## src/rtl/instruction_fetch_if.sv

```systemverilog
// Fetch-stage bus bundle: instruction-memory port, control inputs from
// downstream stages, and the IF/ID pipeline register handed to decode.
//   master : the fetch stage (drives imem_addr and the IF/ID fields)
//   slave  : the surrounding core (memory, hazard/branch logic, decoder)
interface instruction_fetch_if;

  logic [31:0] imem_addr;
  logic [31:0] imem_data;
  logic        stall;
  logic        redirect_valid;
  logic [31:0] redirect_target;
  logic        if_id_valid;
  logic [31:0] if_id_instr;
  logic [31:0] if_id_pc;
  logic        fetch_done;
  logic [31:0] instr_count;

  modport master (
    output imem_addr,
    input  imem_data,
    input  stall,
    input  redirect_valid,
    input  redirect_target,
    output if_id_valid,
    output if_id_instr,
    output if_id_pc,
    output fetch_done,
    output instr_count
  );

  modport slave (
    input  imem_addr,
    output imem_data,
    output stall,
    output redirect_valid,
    output redirect_target,
    input  if_id_valid,
    input  if_id_instr,
    input  if_id_pc,
    input  fetch_done,
    input  instr_count
  );

endinterface

```

## src/rtl/instruction_fetch.sv

```systemverilog
// Program counter and IF/ID pipeline register of the uPower core.
// Presents the word-address PC to instruction memory, captures the
// returned instruction with its PC into IF/ID, and handles stall,
// branch redirect and end-of-program halt.
// Ports:
//   clk      - single clock, rising edge
//   reset_n  - asynchronous active-low reset
//   bus      - instruction_fetch_if.master: imem_addr/imem_data,
//              stall, redirect_valid/redirect_target, if_id_valid,
//              if_id_instr, if_id_pc, fetch_done, instr_count
module instruction_fetch #(
  parameter int unsigned IMEM_DEPTH = 4,
  parameter logic [31:0] RESET_PC   = 32'h0000_0000,
  parameter logic [31:0] NOP_INSTR  = 32'h6000_0000
) (
  input  logic                       clk,
  input  logic                       reset_n,
  instruction_fetch_if.master        bus
);

  localparam int unsigned XLEN = 32;

  // Action taken at the next edge, already resolved by priority.
  typedef enum logic [1:0] {
    ACT_FETCH    = 2'd0,
    ACT_STALL    = 2'd1,
    ACT_HALT     = 2'd2,
    ACT_REDIRECT = 2'd3
  } act_e;

  logic [XLEN-1:0] pc_q,    pc_d;
  logic            valid_q, valid_d;
  logic [XLEN-1:0] instr_q, instr_d;
  logic [XLEN-1:0] ifpc_q,  ifpc_d;
  logic [XLEN-1:0] count_q, count_d;

  logic            fetch_done_c;
  act_e            act_c;

  // PC outside memory means the program has run off its end.
  assign fetch_done_c = (pc_q >= XLEN'(IMEM_DEPTH));

  // Edge action: redirect > stall > halted > normal fetch.
  always_comb begin
    act_c = ACT_FETCH;
    if (bus.redirect_valid) begin
      act_c = ACT_REDIRECT;
    end else if (bus.stall) begin
      act_c = ACT_STALL;
    end else if (fetch_done_c) begin
      act_c = ACT_HALT;
    end
  end

  // Next-state for PC, IF/ID and delivered-instruction counter.
  always_comb begin
    pc_d    = pc_q;
    valid_d = valid_q;
    instr_d = instr_q;
    ifpc_d  = ifpc_q;
    count_d = count_q;

    case (act_c)
      ACT_REDIRECT: begin
        // Target is an absolute word index computed by the resolving stage.
        pc_d    = bus.redirect_target;
        valid_d = 1'b0;
        instr_d = NOP_INSTR;
        ifpc_d  = '0;
      end
      ACT_STALL: begin
        // Everything holds.
      end
      ACT_HALT: begin
        valid_d = 1'b0;
        instr_d = NOP_INSTR;
        ifpc_d  = '0;
      end
      default: begin
        valid_d = 1'b1;
        instr_d = bus.imem_data;
        ifpc_d  = pc_q;
        pc_d    = pc_q + XLEN'(1);
        count_d = count_q + XLEN'(1);
      end
    endcase
  end

  // State registers.
  always_ff @(posedge clk or negedge reset_n) begin
    if (!reset_n) begin
      pc_q    <= RESET_PC;
      valid_q <= 1'b0;
      instr_q <= NOP_INSTR;
      ifpc_q  <= '0;
      count_q <= '0;
    end else begin
      pc_q    <= pc_d;
      valid_q <= valid_d;
      instr_q <= instr_d;
      ifpc_q  <= ifpc_d;
      count_q <= count_d;
    end
  end

  assign bus.imem_addr   = pc_q;
  assign bus.fetch_done  = fetch_done_c;
  assign bus.if_id_valid = valid_q;
  assign bus.if_id_instr = instr_q;
  assign bus.if_id_pc    = ifpc_q;
  assign bus.instr_count = count_q;

endmodule

```

## src/flat_wrapper.sv

```systemverilog
// flat-port wrapper written by rule: the top's interface ports become plain ports
module instruction_fetch_flat 
#(
  parameter int unsigned IMEM_DEPTH = 4,
  parameter logic [31:0] RESET_PC   = 32'h0000_0000,
  parameter logic [31:0] NOP_INSTR  = 32'h6000_0000
)
  (clk, reset_n, bus_imem_addr, bus_imem_data, bus_stall, bus_redirect_valid, bus_redirect_target, bus_if_id_valid, bus_if_id_instr, bus_if_id_pc, bus_fetch_done, bus_instr_count);
  instruction_fetch_if bus_i ();
  input  logic clk;
  input  logic reset_n;
  output wire logic [$bits(bus_i.imem_addr)-1:0] bus_imem_addr;
  input wire logic [$bits(bus_i.imem_data)-1:0] bus_imem_data;
  input wire logic [$bits(bus_i.stall)-1:0] bus_stall;
  input wire logic [$bits(bus_i.redirect_valid)-1:0] bus_redirect_valid;
  input wire logic [$bits(bus_i.redirect_target)-1:0] bus_redirect_target;
  output wire logic [$bits(bus_i.if_id_valid)-1:0] bus_if_id_valid;
  output wire logic [$bits(bus_i.if_id_instr)-1:0] bus_if_id_instr;
  output wire logic [$bits(bus_i.if_id_pc)-1:0] bus_if_id_pc;
  output wire logic [$bits(bus_i.fetch_done)-1:0] bus_fetch_done;
  output wire logic [$bits(bus_i.instr_count)-1:0] bus_instr_count;
  assign bus_imem_addr = bus_i.imem_addr;
  assign bus_i.imem_data = bus_imem_data;
  assign bus_i.stall = bus_stall;
  assign bus_i.redirect_valid = bus_redirect_valid;
  assign bus_i.redirect_target = bus_redirect_target;
  assign bus_if_id_valid = bus_i.if_id_valid;
  assign bus_if_id_instr = bus_i.if_id_instr;
  assign bus_if_id_pc = bus_i.if_id_pc;
  assign bus_fetch_done = bus_i.fetch_done;
  assign bus_instr_count = bus_i.instr_count;
  instruction_fetch #(.IMEM_DEPTH(IMEM_DEPTH), .RESET_PC(RESET_PC), .NOP_INSTR(NOP_INSTR)) u_core (.clk(clk), .reset_n(reset_n), .bus(bus_i));
endmodule
```

## config.mk

```make
export PLATFORM = sky130hd
export DESIGN_NAME = instruction_fetch_flat
export DESIGN_NICKNAME = d
export VERILOG_FILES = /design/src/rtl/instruction_fetch_if.sv /design/src/rtl/instruction_fetch.sv /design/src/flat_wrapper.sv
export SDC_FILE = /design/constraint.sdc
export NUM_CORES = 1
export LEC_CHECK = 0
export CAP_MARGIN = 20
export CORE_ASPECT_RATIO = 2
export CORE_MARGIN = 2
export CORE_UTILIZATION = 30
export DETAILED_ROUTE_END_ITERATION = 6
export PLACE_DENSITY_LB_ADDON = 0.08
export SLEW_MARGIN = 0
export SYNTH_ARGS = -nofsm -noshare
export SYNTH_HDL_FRONTEND = slang
export SYNTH_SLANG_ARGS = --single-unit
```

## constraint.sdc

```tcl
create_clock -name clk -period 3 [get_ports clk]
set_input_delay 0.6 -clock clk [delete_from_list [all_inputs] [get_ports clk]]
set_output_delay 0.6 -clock clk [all_outputs]
set_load 0.01 [all_outputs]
```

==> reports/summary.txt, run 1 <==
Status: finished clean
Routability congestion estimate: 0.741
Final slew viol count: 0
Post-route DRC: 0
Post-route ant nets: 0
Die ar.: 18200 um2
Clk pwr share: 51.6%
Netlist cell types: 38
Avg Inst Size Synth: 14.0 um2
Fin Hold WS: 0.115 ns
Vias in the first global route: 4060
Crit Path Max Fanout: 3
Fin Clk Skew: 0.00872 ns
Ant diodes: 0
RR Endpoint: u_core.bus.imem_addr[1]$_DFFE_PN0N_
Sw Pwr: 941 uW
Setup_tns: 0 ns
IO Port Bufs: 197
Worst-path clk slew: 0.06 ns
Max frequency: 346 MHz
Switching Share: 21.0%
Via count: 3723
Hold Path Class: in2async
TritonCTS Sinks: 129
Remaining Overflow, GRT: 0
1st-iter DRT viols: 133
Total GRT Usage: 16.8%
Leak: 0.00352 uW
R2r worst-path depth: 6
Max-cap violations: 0
Sequential share of power: 41.0%
Crit Path Category: reg2out
Post-DR vias/cell: 4.69
Area of the multi-input gates: 1820 um2
Pint: 3540 uW
RSZ-0062 raised after global routing: false
CP Data Arrival Time: 2.29 ns
Worst setup path end: bus_fetch_done
DPL Wire Length: 10600 um
Synthesized net count: 436
Final Cycle Share: 96.4%
Most frequent cells in the layout: 196 x clkdlybuf4s50_1, 127 x dfrtp_1, 33 x and2_1, 31 x a22o_1, 30 x mux2_2
Core footprint: 16800 um2
Synth Instances: 365
Critical Path RT: 2.40 ns
Worst slew pin tran: 0.826 ns
Endpoints failing hold: 0
# IOs: 198
Worst VDD drop: 371 uV
Largest buffer count on any clock path: 2
Wirelength, routed: 14400 um
CP startpoint kind: register
CTS tree: done
Sequential Area: 3230 um2
RR Startpoint: u_core.bus.imem_addr[7]$_DFFE_PN0N_
Drt first pass iters: 4
Yosys warnings: 0
FF+latch count, synth: 129
DIE HEIGHT: 189 um
Max-slew headroom: 44.8%
Power density over the cells: 558 nW/um2
Endpoints failing setup: 0
Fill count: 1541
H-tree depth: 4
CP Capture Type: primary output
Combinational power share: 7.3%
Initial Utilization: 30.5%
R2r setup slk: 0.69 ns
Hold_buf cts: 0
Fin crit period: 2.89 ns
Cell area after synthesis: 5120 um2
Drt wl/cell: 18.1 um
Clock Tree Root: clkbuf_16
Rows: 67
Tot Pwr: 4480 uW
Commonest non-fill, non-tap cell in the layout: clkdlybuf4s50_1
Largest net degree at the start of global routing: 54
Skew-Pair Late Insertion Delay: 0.42 ns
Sequential cell area fraction in the yosys report: 63.1%
CP startpoint: u_core.bus.imem_addr[26]$_DFFE_PN0N_
Fraction of layout cells with a size suffix above 1: 15.7%
Area grow syn2layout: 57.0%
Die W: 96.4 um
Final #Nets: 645
Initial antenna violation count: 0
First-pass GRT wire length: 22700 um
Cts bufs inserted: 17
==> layer usage <==
metal / GRT usage, % / routed length, um / up-vias
li1: - / - / 1709
met1: 17.8 / 5030 / 1863
met2: 29.7 / 8230 / 128
met3: 4.80 / 736 / 23
met4: 8.02 / 390 / 0
met5: 0 / 0 / -
==> repair_timing <==
item,4_1_cts,5_1_grt
endpoints found under the hold margin,0,0
gates resized for setup,0,1
buffers inserted,0,0
setup endpoints to repair,0,1
==> cell families after synthesis <==
kind of cell | count (synthesis) | share of synthesized area (%)
compound gates | 37 | 6.19
buf+inv | 20 | 1.56
xor+xnor | 32 | 5.48
simple gates | 112 | 15.9
fa+ha+maj | 3 | 0.734
flops | 129 | 63.1
mux | 32 | 7.04
==> worst min path at each step <==
stage,startpoint,endpoint,slack [ns],cells past startpoint
after floorplan,reset_n,u_core.bus.if_id_instr[0]$_DFFE_PN0P_,0.30,0
after global placement,u_core.bus.if_id_valid$_DFFE_PN0P_,u_core.bus.if_id_valid$_DFFE_PN0P_,0.47,1
after detailed placement,u_core.bus.if_id_valid$_DFFE_PN0P_,u_core.bus.if_id_valid$_DFFE_PN0P_,0.47,1
after CTS,reset_n,u_core.bus.instr_count[9]$_DFFE_PN0N_,0.11,1
after global routing,reset_n,u_core.bus.instr_count[9]$_DFFE_PN0N_,0.13,1
final,reset_n,u_core.bus.instr_count[9]$_DFFE_PN0N_,0.11,1
==> power by group through the flow <==
| stage | clock network, uW | logic, uW | registers (uW) |
|---|---|---|---|
| 6_report | 2310 | 329 | 1840 |
| 5_1_grt | 2460 | 358 | 1850 |
| 4_1_cts | 2380 | 338 | 1840 |
| 3_5_place_dp | 0 | 336 | 1870 |
| 3_3_place_gp | 0 | 333 | 1870 |
| 2_1_floorplan | 0 | 79.1 | 1880 |
==> synthesized netlist by cell type, drive strengths merged <==
cell type  instances  share of area, %
o21ai              1             0.098
ha                 3              0.73
and4               3              0.51
a21oi              1             0.098
or2                1              0.12
a21o               1              0.15
nand4b             1              0.17
nand3              7              0.68
nand4bb            1              0.54
buf                7              0.61
and2              33               4.0
nand4             13               2.2
nor3               8               1.1
a22oi              1              0.15
mux2              32               7.0
xnor2             21               3.6
clkbuf             8              0.59
o32a               2              0.39
nor4              13               3.7
a22o              31               5.3
inv                5              0.37
xor2              11               1.9
and3               4              0.49
dfstp              2               1.0
nor2               7              0.56
nand2b             1              0.12
nor2b              2              0.24
or3                1              0.12
dfrtp            127                62
nand2             17               1.2
==> metrics by stage <==
stage	cells	instance area (um2)	util [%]	setup WS, ns
after floorplan	365	5120	-	0.887
after global placement	762	7360	43.9	0.402
after detailed placement	762	7360	43.9	0.306
after CTS	794	8030	47.9	0.0444
after global routing	794	8040	47.9	0.00192
final	794	8040	47.9	0.109
==> worst max-delay path, stage by stage (launching register included) <==
cell and delay, ns:
dfrtp_1 0.43, nor4_4 0.39, nand3_1 0.20, or3_1 0.35, clkdlybuf4s50_1 0.49
==> cell type report <==
class / instances / share of cell area, %
multi-input cells: 216 / 22.7
repair buffers: 205 / 25.4
clock inverters: 10 / 2.23
clock buffers: 22 / 6.03
flip-flops and latches: 129 / 40.2
well taps: 207 / 3.22
inverters: 5 / 0.234
==> sequential cells by signal (all words and copies together), names as in the netlist <==
register                flops
u_core.bus.if_id_instr     32
u_core.bus.if_id_pc        32
u_core.bus.imem_addr       32
u_core.bus.instr_count     32
u_core.bus.if_id_valid      1
(Power assumes the default switching activity.)
==> run 2: changes to the inputs <==
--- a/config.mk
+++ b/config.mk
@@ -6,7 +6,7 @@
 export NUM_CORES = 1
 export LEC_CHECK = 0
 export CAP_MARGIN = 20
-export CORE_ASPECT_RATIO = 2
+export CORE_ASPECT_RATIO = 1.2
 export CORE_MARGIN = 2
 export CORE_UTILIZATION = 30
 export DETAILED_ROUTE_END_ITERATION = 6
==> run 2 against run 1 <==
Effect of this change: die area shrank 0.32%; maximum frequency is 0.28% higher; flip-flop and latch count did not move; worst setup slack better by 0.0081 ns; utilization shrank 0.51 points; first-iteration DRC count up 32%; via count fell by 0.86%; critical path depth unchanged; largest cell class unchanged.
==> reports/summary.txt, run 2 (synthesis results as in run 1) <==
Pint: 3140 uW
Fraction of layout cells with a size suffix above 1: 16.3%
Switching Share: 23.5%
Worst slew pin tran: 0.578 ns
Crit Path Category: reg2out
Core footprint: 16800 um2
Final #Nets: 647
H-tree depth: 4
Critical Path RT: 2.40 ns
Remaining Overflow, GRT: 0
CP Cell Sequence: nor4_2 > nand4_4 > or3_1 > clkdlybuf4s50_1
Max frequency: 347 MHz
DIE HEIGHT: 147 um
CP Capture Type: primary output
CTS tree: done
Largest net degree at the start of global routing: 63
Status: finished clean
Final Util: 47.4%
Worst-path clk slew: 0.06 ns
Fill count: 1546
Cell count after placement: 773
Final Cycle Share: 96.1%
Fin crit period: 2.88 ns
Worst VDD drop: 322 uV
Most frequent cells in the layout: 195 x clkdlybuf4s50_1, 127 x dfrtp_1, 33 x and2_1, 31 x a22o_1, 30 x mux2_2
Placement Cell Area: 7400 um2
Commonest non-fill, non-tap cell in the layout: clkdlybuf4s50_1
Via count: 3691
Final slew viol count: 0
Drt wl/cell: 16.2 um
Vias in the first global route: 3771
Sw Pwr: 963 uW
Wirelength, routed: 13100 um
Die ar.: 18100 um2
Hold_buf cts: 0
Rows: 52
Power density over the cells: 515 nW/um2
Max-slew headroom: 61.5%
Combinational power share: 8.1%
DPL Wire Length: 9250 um
Endpoints failing setup: 0
Routability congestion estimate: 0.727
Initial Utilization: 30.5%
Drt first pass iters: 4
Setup_tns: 0 ns
Largest buffer count on any clock path: 2
Final instance area: 7960 um2
Max-cap violations: 0
RSZ-0062 raised after global routing: false
1st-iter DRT viols: 175
Post-DR vias/cell: 4.59
CP startpoint kind: register
Initial antenna violation count: 0
IO Port Bufs: 197
Crit Path Max Fanout: 3
Leak: 0.00346 uW
Post-route ant nets: 0
Non-Filler Instances: 804
First-pass GRT wire length: 20800 um
Post-route DRC: 0
Clk pwr share: 47.2%
Area grow syn2layout: 55.6%
Hold Path Class: in2async
Ant diodes: 0
CP Data Arrival Time: 2.28 ns
Total GRT Usage: 15.2%
Slowest CP cell: clkdlybuf4s50_1
Die W: 123 um
Skew-Pair Late Insertion Delay: 0.41 ns
Fin Hold WS: 0.153 ns
Endpoints failing hold: 0
Cts bufs inserted: 17
Fin Clk Skew: 0.00632 ns
TritonCTS Sinks: 129
# IOs: 198
Sequential share of power: 44.7%
Worst path max stage delay: 0.52 ns
Clock Tree Root: clkbuf_16
==> run 2: cell count changes in the layout (fill, tap and decap cells not counted), sizes merged <==
cell	previous run	this run
clkinvlp	0	5
clkdlybuf4s50	196	195
buf	9	12
clkbuf	22	18
inv	5	7
bufinv	5	1
==> run 2: worst paths after layout <==
| path | startpoint | endpoint | slack [ns] | cells past startpoint |
|---|---|---|---|---|
| worst max-delay path | u_core.bus.imem_addr[30]$_DFFE_PN0N_ | bus_fetch_done | 0.12 | 4 |
| worst min-delay path | reset_n | u_core.bus.instr_count[17]$_DFFE_PN0N_ | 0.15 | 1 |
| worst max register to register | u_core.bus.imem_addr[30]$_DFFE_PN0N_ | u_core.bus.imem_addr[1]$_DFFE_PN0N_ | 0.71 | 6 |
| worst min register to register | u_core.bus.instr_count[31]$_DFFE_PN0N_ | u_core.bus.instr_count[31]$_DFFE_PN0N_ | 0.47 | 1 |
| max in group asynchronous | reset_n | u_core.bus.instr_count[0]$_DFFE_PN0N_ | 2.13 | 2 |
| min in group clk | u_core.bus.instr_count[31]$_DFFE_PN0N_ | u_core.bus.instr_count[31]$_DFFE_PN0N_ | 0.47 | 1 |
==> run 2: area by class of cell <==
type                            count  area (um2)  area share (%)
Clock buffer                       18         439            5.52
Tap cell                          216         270            3.40
Clock inverter                     13         114            1.43
Timing Repair Buffer              207        2070            26.0
Sequential cell                   129        3230            40.6
Multi-Input combinational cell    216        1820            22.9
Inverter                            5        18.8           0.236
==> run 2: stage by stage <==
step / power (uW) / setup WS [ns]
3_3_place_gp: 2200 / 0.523
2_1_floorplan: 1960 / 0.887
5_1_grt: 4300 / 0.0105
4_1_cts: 4180 / 0.0453
6_report: 4100 / 0.117
3_5_place_dp: 2210 / 0.504
==> run 2: what timing repair did <==
action,in CTS,in global routing
resized for setup,0,1
setup buffers,0,0
endpoints found under the setup margin,0,1
==> run 2: worst max-delay path: cells and delay by family, from the launching register on <==
kind | cells | cell delay (ns)
flops | 1 | 0.41
simple gates | 3 | 0.94
buf+inv | 1 | 0.52
==> run 2: per-layer routing <==
| layer | vias to the layer above | routed length, um | track usage [%] |
|---|---|---|---|
| met5 | - | 0 | 0 |
| met4 | 0 | 212 | 6.14 |
| met3 | 15 | 1160 | 6.68 |
| met2 | 134 | 6350 | 23.0 |
| met1 | 1823 | 5340 | 18.7 |
| li1 | 1719 | - | - |
==> run 2: power by group through the flow <==
stage / clock, uW / sequential [uW] / combinational [uW]
6_report: 1940 / 1830 / 333
5_1_grt: 2100 / 1840 / 361
4_1_cts: 2000 / 1830 / 342
3_5_place_dp: 0 / 1870 / 340
3_3_place_gp: 0 / 1860 / 340
2_1_floorplan: 0 / 1880 / 79.1
==> run 3: changes to the inputs <==
--- a/config.mk
+++ b/config.mk
@@ -5,13 +5,16 @@
 export SDC_FILE = /design/constraint.sdc
 export NUM_CORES = 1
 export LEC_CHECK = 0
+export ABC_AREA = 1
 export CAP_MARGIN = 20
 export CORE_ASPECT_RATIO = 1.2
 export CORE_MARGIN = 2
 export CORE_UTILIZATION = 30
+export CTS_CLUSTER_SIZE = 20
 export DETAILED_ROUTE_END_ITERATION = 6
 export PLACE_DENSITY_LB_ADDON = 0.08
 export SLEW_MARGIN = 0
 export SYNTH_ARGS = -nofsm -noshare
 export SYNTH_HDL_FRONTEND = slang
 export SYNTH_SLANG_ARGS = --single-unit
+export TNS_END_PERCENT = 10
==> run 3 against run 2 <==
Effect of this change: register-to-register slack improved by 0.34 ns; largest power group unchanged; first-iteration DRC count rose by 89%; combinational power rose by 7.5%; cell area rose by 11%; highest routed layer unchanged; worst hold slack got worse by 0.046 ns; sequential share of layout area fell by 3.9 points.
==> reports/summary.txt, run 3 <==
Status: finished clean
Final #Nets: 1034
Endpoints failing hold: 0
Top post-synthesis cells by count: 300 x nand2_1, 127 x dfrtp_1, 116 x nor2_1
Yosys top cell area share: 53.0%
Final slew viol count: 0
CP Data Arrival Time: 1.97 ns
Fin crit period: 2.57 ns
CP startpoint kind: register
Via count: 5406
Post-CTS sizing: 0
FF+latch count, synth: 129
Avg Inst Size Synth: 7.84 um2
Max frequency: 389 MHz
Clock Tree Root: clkbuf_16
Post-DR vias/cell: 4.37
Crit Path Category: reg2out
Remaining Overflow, GRT: 0
Buffers & Inverters on Critical Path: 2
# IOs: 198
Hold_buf cts: 0
Skew-Pair Late Insertion Delay: 0.41 ns
DPL Wire Length: 13000 um
Setup_tns: 0 ns
Critical Path RT: 2.40 ns
Post-route DRC: 0
Sequential cell area fraction in the yosys report: 53.9%
Worst VDD drop: 336 uV
Vias in the first global route: 5229
Rows: 56
IO Port Bufs: 197
Predominant post-synthesis flop cell: dfrtp_1
Worst-path clk slew: 0.06 ns
Cell taking the most area after synthesis: dfrtp_1
Area grow syn2layout: 46.8%
Post-CTS setup repair buffer count: 0
Worst path max stage delay: 0.49 ns
Leak: 0.00405 uW
CP Capture Type: primary output
Max-slew headroom: 51.1%
Drt first pass iters: 4
Hold Path Class: in2async
Final Util: 45.0%
Final Cycle Share: 85.7%
Worst slew pin tran: 0.734 ns
Wirelength, routed: 18300 um
Ant diodes: 0
Fraction of layout cells with a size suffix above 1: 7.58%
Most frequent cells in the layout: 300 x nand2_1, 196 x clkdlybuf4s50_1, 127 x dfrtp_1, 116 x nor2_1, 62 x nand3_1
Netlist cell types: 21
Max-cap violations: 0
First-pass GRT wire length: 29500 um
Post-route ant nets: 0
Critical path's top delay family: simple AND/OR/NAND/NOR gates
Total GRT Usage: 17.8%
Drt wl/cell: 14.8 um
Largest buffer count on any clock path: 2
H-tree depth: 4
EDFF count, synth: 0
Initial Utilization: 30.7%
CTS tree: done
Crit Path Max Fanout: 4
Top-count cell post-synth: nand2_1
1st-iter DRT viols: 330
Core footprint: 19500 um2
Die W: 133 um
Synthesized net count: 836
RSZ-0062 raised after global routing: false
CP Cell Sequence: nor2_1 > nand2_1 > nor2_1 > nand2_1 > nor2_4 > inv_1 > clkdlybuf4s50_1
DIE HEIGHT: 159 um
Largest net degree at the start of global routing: 70
Power density over the cells: 476 nW/um2
Synth Instances: 765
Synth top area cells: dfrtp_1 53%, nand2_1 19%, nor2_1 7.3%, nand3_1 5.2%, inv_1 3.4%
Fin Clk Skew: 0.00772 ns
Die ar.: 21100 um2
Cts bufs inserted: 17
TritonCTS Sinks: 129
Cell area after synthesis: 5990 um2
Initial antenna violation count: 0
Yosys warnings: 0
Routability congestion estimate: 0.830
Slowest CP cell: clkdlybuf4s50_1
Async S/R FF share, synth: 100%
R2r setup slk: 1.05 ns
Commonest non-fill, non-tap cell in the layout: nand2_1
Endpoints failing setup: 0
==> run 3: cell types whose count changed after synthesis, sizes merged, moves of 31 or more <==
| cell | delta |
|---|---|
| a22o | -31 |
| and2 | -33 |
| nor2 | +112 |
| inv | +51 |
| nand2 | +304 |
| mux2 | -32 |
| nand3 | +55 |
==> run 3: cell families (layout without fill, tap and decap cells) <==
family                     Yosys count  in the layout  synth area share, %
DFF                                129            129                 53.9
adders and majority gates            3              3                0.626
AOI/OAI and AO/OA                   13             13                 1.09
xor gates and xnor gates            16             16                 2.34
buffers and inverters               87            298                 6.37
and+or+nand+nor                    517            517                 35.7
==> run 3: worst paths after layout <==
kind / from / endpoint / cells past startpoint
worst max-delay path: u_core.bus.imem_addr[19]$_DFFE_PN0N_ / bus_fetch_done / 7
worst min-delay path: reset_n / u_core.bus.imem_addr[19]$_DFFE_PN0N_ / 1
worst max register to register: u_core.bus.instr_count[0]$_DFFE_PN0N_ / u_core.bus.instr_count[28]$_DFFE_PN0N_ / 10
worst min register to register: u_core.bus.if_id_pc[31]$_DFFE_PN0P_ / u_core.bus.if_id_pc[31]$_DFFE_PN0P_ / 2
max in group asynchronous: reset_n / u_core.bus.instr_count[3]$_DFFE_PN0N_ / 2
min in group clk: u_core.bus.if_id_pc[31]$_DFFE_PN0P_ / u_core.bus.if_id_pc[31]$_DFFE_PN0P_ / 2
==> run 3: per-layer routing <==
metal / part of all wire (%) / GRT usage [%] / up-vias
met2: 49 / 29.5 / 136
met3: 4.2 / 3.90 / 16
met4: 1.4 / 5.08 / 0
li1: - / - / 2741
met1: 45 / 23.3 / 2513
met5: 0 / 0 / -
==> run 3: metrics by stage <==
step | std cells | setup slack [ns] | power [uW] | area [um2] | hold slack (ns)
global placement | 1205 | 0.714 | 2220 | 8230 | 0.481
finish | 1237 | 0.430 | 4180 | 8800 | 0.107
global route | 1237 | 0.268 | 4380 | 8800 | 0.126
CTS | 1237 | 0.398 | 4250 | 8800 | 0.115
detailed placement | 1205 | 0.625 | 2220 | 8230 | 0.485
floorplan | 765 | 1.37 | 1960 | 5990 | 0.304
==> run 3: where the power goes <==
| part | switching (uW) | total, uW | internal, uW |
|---|---|---|---|
| sequential | 39.6 | 1820 | 1780 |
| combinational | 170 | 358 | 189 |
| clock | 833 | 2010 | 1170 |
| total | 1040 | 4180 | 3140 |
==> run 3: final cells by class <==
| cell class | count | area (um2) |
|---|---|---|
| timing repair buffer | 209 | 2080 |
| clock inverter | 14 | 130 |
| clock buffer | 18 | 439 |
| multi-input combinational | 549 | 2380 |
| tap | 261 | 327 |
| inverter | 57 | 214 |
| fill | 1975 | 10800 |
| sequential | 129 | 3230 |
